## config.mk

```make
export PLATFORM = sky130hd
export DESIGN_NAME = pwm_multi
export DESIGN_NICKNAME = d
export VERILOG_FILES = /design/src/rtl/pwm_multi.sv
export SDC_FILE = /design/constraint.sdc
export NUM_CORES = 1
export LEC_CHECK = 0
export ABC_AREA = 1
export CAP_MARGIN = 30
export CELL_PAD_IN_SITES_DETAIL_PLACEMENT = 2
export CELL_PAD_IN_SITES_GLOBAL_PLACEMENT = 2
export CORE_ASPECT_RATIO = 2
export CORE_MARGIN = 4
export CORE_UTILIZATION = 40
export CTS_CLUSTER_SIZE = 12
export DETAILED_ROUTE_END_ITERATION = 10
export PLACE_DENSITY_LB_ADDON = 0.12
export REMOVE_ABC_BUFFERS = 1
export SKIP_LAST_GASP = 1
export SLEW_MARGIN = 30
export SYNTH_ARGS = -nofsm -noshare
export SYNTH_HDL_FRONTEND = slang
export SYNTH_SLANG_ARGS = --single-unit
```

## constraint.sdc

```tcl
create_clock -name clk_in -period 8.1 [get_ports clk_in]
set_input_delay 0.81 -clock clk_in [delete_from_list [all_inputs] [get_ports clk_in]]
set_output_delay 0.81 -clock clk_in [all_outputs]
set_load 0.1 [all_outputs]
```

## src/rtl/pwm_multi.sv

```systemverilog
// Multi-channel PWM with shared prescaled period counter and double-buffered duty/period.
// Define PWM_CENTER_EN for center-aligned (up/down) counting; default is edge-aligned.

module pwm_multi_lane #(
  parameter int W = 9
)(
  input  logic         clk_in,
  input  logic         rst,
  input  logic         en,
  input  logic         wr,
  input  logic         load,
  input  logic [W-1:0] data,
  input  logic [W-1:0] cmp_cnt,
  output logic         pwm
);
  logic [W-1:0] duty_sh, duty_act, duty_act_next;

  // Compare against the value that becomes active on this edge so a boundary load has no glitch
  assign duty_act_next = load ? duty_sh : duty_act;

  always_ff @(posedge clk_in or posedge rst) begin
    if (rst) begin
      duty_sh  <= '0;
      duty_act <= '0;
      pwm      <= 1'b0;
    end else begin
      if (wr) duty_sh <= data;
      duty_act <= duty_act_next;
      pwm      <= en && (cmp_cnt < duty_act_next);
    end
  end
endmodule

module pwm_multi #(
  parameter int CH  = 4,
  parameter int W   = 9,
  parameter int DIV = 1000,
  parameter int SW  = (CH > 1) ? $clog2(CH) : 1
)(
  input  logic          clk_in,
  input  logic          rst,
  input  logic          en,
  input  logic [W-1:0]  period,
  input  logic          duty_wr,
  input  logic [SW-1:0] duty_sel,
  input  logic [W-1:0]  duty_data,
  output logic [CH-1:0] pwm_out,
  output logic          period_start
);
  localparam int PW = (DIV > 1) ? $clog2(DIV) : 1;

  logic [PW-1:0] pre;
  logic [W-1:0]  cnt, cnt_next, cmp_cnt, period_act, p_eff;
  logic          tick, boundary, load;

`ifdef PWM_CENTER_EN
  logic dn, dn_next;

  // Up phase covers 0..P-1, down phase P..1; comparing cnt-1 while down gives
  // exactly duty ticks on each side of the valley.
  always_comb begin
    p_eff    = (period_act == '0) ? W'(1) : period_act;
    tick     = en && (pre == PW'(DIV - 1));
    cnt_next = cnt;
    dn_next  = dn;
    boundary = 1'b0;
    if (!en) begin
      cnt_next = '0;
      dn_next  = 1'b0;
    end else if (tick) begin
      if (!dn) begin
        cnt_next = cnt + W'(1);
        if (cnt_next >= p_eff) dn_next = 1'b1;
      end else if (cnt <= W'(1)) begin
        cnt_next = '0;
        dn_next  = 1'b0;
        boundary = 1'b1;
      end else begin
        cnt_next = cnt - W'(1);
      end
    end
    cmp_cnt = cnt_next - W'(dn_next);
    load    = !en || boundary;
  end

  always_ff @(posedge clk_in or posedge rst) begin
    if (rst) dn <= 1'b0;
    else     dn <= dn_next;
  end
`else
  always_comb begin
    p_eff    = (period_act == '0) ? W'(1) : period_act;
    tick     = en && (pre == PW'(DIV - 1));
    cnt_next = cnt;
    boundary = 1'b0;
    if (!en) begin
      cnt_next = '0;
    end else if (tick) begin
      if (cnt >= p_eff - W'(1)) begin
        cnt_next = '0;
        boundary = 1'b1;
      end else begin
        cnt_next = cnt + W'(1);
      end
    end
    cmp_cnt = cnt_next;
    load    = !en || boundary;
  end
`endif

  always_ff @(posedge clk_in or posedge rst) begin
    if (rst) begin
      pre          <= '0;
      cnt          <= '0;
      period_act   <= '1;
      period_start <= 1'b0;
    end else begin
      pre          <= (!en || tick) ? '0 : pre + PW'(1);
      cnt          <= cnt_next;
      period_start <= boundary;
      if (load) period_act <= period;
    end
  end

  for (genvar i = 0; i < CH; i++) begin : g_lane
    pwm_multi_lane #(.W(W)) u_lane (
      .clk_in  (clk_in),
      .rst     (rst),
      .en      (en),
      .wr      (duty_wr && (duty_sel == SW'(i))),
      .load    (load),
      .data    (duty_data),
      .cmp_cnt (cmp_cnt),
      .pwm     (pwm_out[i])
    );
  end
endmodule

```

; Word level (Yosys, flattened, before mapping)
; Cells that the tools add are included.
; Widths: inputs -> output; s select.
[totals]
reg_bits = 105
inputBits = 24
output_inout_bits = 5
word_cells = 54
[classes]
n_addsub = 3
order_cmp = 5
n_eq_ne = 4
muxes = 12
n_reduce_logical = 14
[op_table]
columns = op, count
row1 = $mux 9, 8
row2 = $lt 9x9->1, 4
row3 = $add 10x1->10 const B, 1
row4 = $eq 10x10->1 const B, 1
row5 = $mux 10, 1
row6 = $add 9x1->9 const B, 1
row7 = $ge 9x9->1, 1
row8 = $logic_and 1x1->1, 9
row9 = $logic_not 9->1, 1
row10 = $sub 9x1->9 const B, 1
row11 = $eq 2x2->1 const B, 2
row12 = $mux 1, 3
row13 = $eq 2x1->1 const B, 1
row14 = $logic_not 2->1, 1
row15 = $logic_or 1x1->1, 2
row16 = $logic_not 1->1, 1

; Depth between registers and ports, before layout
[depth]
word_depth = 11
depth_mapped = 28
depth_no_buf = 27

; Modules after synthesis
; From an unflattened synthesis, not the netlist that was laid out.
[unflattened]
hier_cells = 704
area_unflattened_um2 = 5754.3
[by_module_without_submodules]
columns = mod, instances, cells_per_inst, area_per_inst_um2, seq_area_each_um2
row1 = pwm_multi_lane, 4, 112, 965.9, 475.5
row2 = pwm_multi, 1, 256, 1890.6, 737.0

; Worst setup path after synthesis
; OpenSTA, ideal clock, no wires.
[synth_timing]
path_kind = reg2reg
from = reg period_act[4]
to = reg g_lane[3].u_lane.pwm
arrival_time_ns = 3.838
t_required_ns = 8.023
path_slack_ns = 4.185
path_stages_with_launch = 25
n_path_buf = 1
synth_period_minus_slack_ns = 3.915
path_cell_list = dfstp_2 > inv_1 > nand2_1 > nor3_1 > a31oi_1 > ha_1 > nand2_1 > nor2_1 > nand3_1 > xor2_1 > ha_1 > nand2_1 > a21oi_1 > nor2_1 > nand3_1 > nand2_2 > nand2_4 > buf_6 > nor3b_1 > ha_1 > a21oi_1 > nor2_1 > a211oi_1 > o211ai_1 > a21oi_1
[synth_lines]
columns = item, line
row1 = from (decl), 53  ; logic [W-1:0] cnt, cnt_next, cmp_cnt, period_act, p_eff;
row2 = from (signal assigned), 121  ; if (load) period_act <= period;
row3 = $logic_not 9->1, 92  ; p_eff = (period_act == '0) ? W'(1) : period_act;
row4 = $mux 9 (*), 92
row5 = $sub 9x1->9 (*), 99  ; if (cnt >= p_eff - W'(1)) begin
row6 = $ge 9x9->1 (*), 99
row7 = $mux 9 (*), 99
row8 = $mux 9 (*), 98  ; end else if (tick) begin
row9 = $mux 9 (*), 96  ; if (!en) begin
row10 = net cmp_cnt[2], 53
row11 = $lt 9x9->1 (*), 29  ; pwm <= en && (cmp_cnt < duty_act_next);
row12 = $logic_and 1x1->1 (*), 29
row13 = to (signal assigned), 29
row14 = to (decl), 14  ; output logic pwm
; Mark *: on every way through the listed nets, which the timed path passes. The rest lies on a longest branch.
; A chain may end at the register's enable or synchronous reset.

; Final worst setup path
; Ends and elaborated chain as after synthesis.

==> impl_metrics.env <==
export IMPL_tightest_slew_ns=0.969
export IMPL_power_w=0.00127
export IMPL_firstDrtPassIters=4
export IMPL_cp_max_fo=89
export IMPL_hold_violations=0
export IMPL_pwr_density_cell_nw_per_um2=207
export IMPL_maxSlewHeadroom_pct=35.2
export IMPL_n_fill_cell=1524
export IMPL_path_cells="inv_1 -> nand2_1 -> nor3_1 -> a31oi_1 -> ha_1 -> nand2_1 -> nor2_1 -> nand3_1 -> xor2_1 -> ha_1 -> nand2_1 -> nand2_1 -> nor2_1 -> nand3_1 -> nand2_2 -> nand2_4 -> nor3b_1 -> ha_1 -> a21oi_1 -> nor2_1 -> a211oi_1 -> o211ai_1 -> a21oi_1"
export IMPL_ioPinCount=29
export IMPL_ir_drop_v=0.000117
export IMPL_finish_utilization_pct=45.5
export IMPL_fin_setup_tns_ns=0
export IMPL_holdWs_ns=0.484
export IMPL_critPathMaxStageDelay_ns=0.81
export IMPL_routed_wl_um=15400
export IMPL_grt_overflow=0
export IMPL_period_needed_ns=5.24
export IMPL_placed_area_um2=5820
export IMPL_layout_common_cells="138 x nand2_1, 112 x inv_1, 96 x dfrtp_1"
export IMPL_cts_max_path_buffers=2
export IMPL_gp_congestion=0.840
export IMPL_cts_resized_gates=0
export IMPL_cts_hold_buf=0
export IMPL_fin_nets=740
export IMPL_cp_end_kind="flop"
export IMPL_path_clk_slew_ns=0.07
export IMPL_vias=4439
export IMPL_cts_made_buffers=9
export IMPL_grt_usage_pct=21.2
export IMPL_cts_setup_buffers=0
export IMPL_coreArea_um2=13400
export IMPL_drive_above_1_share_pct=5.76
export IMPL_grt_pass1_vias=5250
export IMPL_antenna_found_initial=0
export IMPL_critical_path_class="reg2reg"
export IMPL_die_w_um=90.8
export IMPL_final_common_cell="nand2_1"
export IMPL_die_area_um2=15800
export IMPL_synth_edff_count=0
export IMPL_synthCells=651
export IMPL_htreeDepth=3
export IMPL_rows=60
export IMPL_status="finished clean"
export IMPL_p_leak_nw=3.10
export IMPL_drt_iter0_markers=153
export IMPL_grt_first_pass_wirelength_um=26200
export IMPL_die_height_um=174
export IMPL_root_buffer="clkbuf_16"
export IMPL_grt_max_degree=90
export IMPL_cpMostUsedCell="nand2_1"
export IMPL_synthFlopType="dfrtp_1"
export IMPL_diodes=0
export IMPL_avgSynthCellArea_um2=8.42
export IMPL_required_ns=8.37
export IMPL_hpwlAfterDp_um=12000
export IMPL_drv_cap=0
export IMPL_ys_seq_elements=105
export IMPL_finalMaxSlewViolations=0
export IMPL_critPathSlowestCell="nor3b_1"
export IMPL_rsz0062_at_grt="false"
export IMPL_cts_sinks=105
export IMPL_yosysSeqAreaShare_pct=48.1
export IMPL_syn_to_final_growth_pct=11.5
export IMPL_setup_viol=0
export IMPL_ys_warnings_count=0
export IMPL_fmax_ghz=0.191
export IMPL_clkLatencyLatePin_ns=0.35
export IMPL_hp_class="reg2reg"
export IMPL_start_util_pct=40.8
export IMPL_syn_area_um2=5480
export IMPL_critPathLaunchType="flop"
export IMPL_route_detailed_drc=0
export IMPL_antenna_left=0
export IMPL_period_share_pct=64.6
export IMPL_wl_per_cell_um=18.5
export IMPL_design_area_um2=6110
export IMPL_port_buffers=28
export IMPL_avgViaCountPerCell=5.34
export IMPL_synth_cell_types=31
export IMPL_cp_arrival_ns=5.50
export IMPL_cts_tree="yes"
export IMPL_async_reset_ff_share_pct=100
export IMPL_clock_skew_ns=0.00829
## flip-flops by register name, summed over array words and instances (netlist names)
name / flops
cnt: 9
g_lane.u_lane.duty_act: 36
g_lane.u_lane.duty_sh: 36
g_lane.u_lane.pwm: 4
period_act: 9
period_start: 1
pre: 10
## cell type report
| class | count | area, um^2 | share of cell area [%] |
|---|---|---|---|
| sequential | 105 | 2640 | 43.2 |
| tap | 155 | 194 | 3.17 |
| clock buffer | 12 | 236 | 3.87 |
| inverter | 122 | 460 | 7.53 |
| clock inverter | 4 | 53.8 | 0.880 |
| timing repair buffer | 29 | 288 | 4.71 |
| multi-input combinational | 405 | 2240 | 36.7 |
## worst max-delay path, delay by kind of cell (launching register included)
family | cells | cell delay (ns)
flops | 1 | 0.54
buf+inv | 1 | 0.08
compound gates | 5 | 0.94
fa+ha+maj | 3 | 0.89
simple gates | 13 | 2.48
xor+xnor | 1 | 0.17
## logic make-up after synthesis
group	synth area share [%]
xor gates and xnor gates	1.60
adders and majority gates	10.0
DFF	48.1
and+or+nand+nor	18.5
buffers and inverters	10.9
AOI/OAI and AO/OA	10.8
## worst paths after layout
check                                         endpoint  slack, ns     startpoint  cells after the start
max                               g_lane[3].u_lane.pwm       2.86  period_act[4]                     23
max in group asynchronous  g_lane[0].u_lane.duty_sh[3]       5.99            rst                      3
min in group asynchronous  g_lane[0].u_lane.duty_sh[7]       0.87            rst                      2
min reg2reg                                     pre[0]       0.48         pre[0]                      1
min                                             pre[0]       0.48         pre[0]                      1
max reg2reg                       g_lane[3].u_lane.pwm       2.86  period_act[4]                     23
## per-layer routing
| layer | track usage, % | vias up | share of wire, % |
|---|---|---|---|
| met3 | 2.61 | 33 | 1.7 |
| met5 | 0 | - | 0 |
| met1 | 20.7 | 2254 | 35 |
| met2 | 42.0 | 51 | 59 |
| met4 | 11.3 | 0 | 4.4 |
| li1 | - | 2101 | - |
## where the power goes
| part | internal (W) | switching (W) | total, W | leakage, nW |
|---|---|---|---|---|
| clock network | 0.000241 | 0.000200 | 0.000441 | 0.133 |
| registers | 0.000589 | 0.0000300 | 0.000619 | 1.29 |
| logic | 0.0000704 | 0.000137 | 0.000207 | 1.68 |
| total | 0.000900 | 0.000367 | 0.00127 | 3.10 |
## metrics by stage
step	cells	setup slack, ns
4_1_cts	832	2.80
3_5_place_dp	816	2.87
3_3_place_gp	816	3.16
2_1_floorplan	632	3.94
5_1_grt	832	2.23
6_report	832	2.86
## Yosys cell counts (2+ instances only)
master,number,share of area (%)
a211oi_1,6,0.82
a21oi_1,19,1.7
and2_1,4,0.46
buf_2,2,0.18
buf_4,6,0.82
buf_6,6,1.2
clkbuf_1,5,0.34
dfrtp_1,96,44
dfstp_2,9,4.3
ha_1,44,10
inv_1,113,7.7
inv_2,9,0.62
nand2_1,138,9.4
nand3_1,30,2.7
nand4_1,6,0.68
nor2_1,38,2.6
nor2_2,2,0.23
nor3_1,14,1.3
nor3b_1,4,0.55
o211ai_1,2,0.27
o21ai_0,45,4.1
o21ai_1,36,3.3
xnor2_1,3,0.48
xor2_1,7,1.1
(Power assumes the default switching activity.)
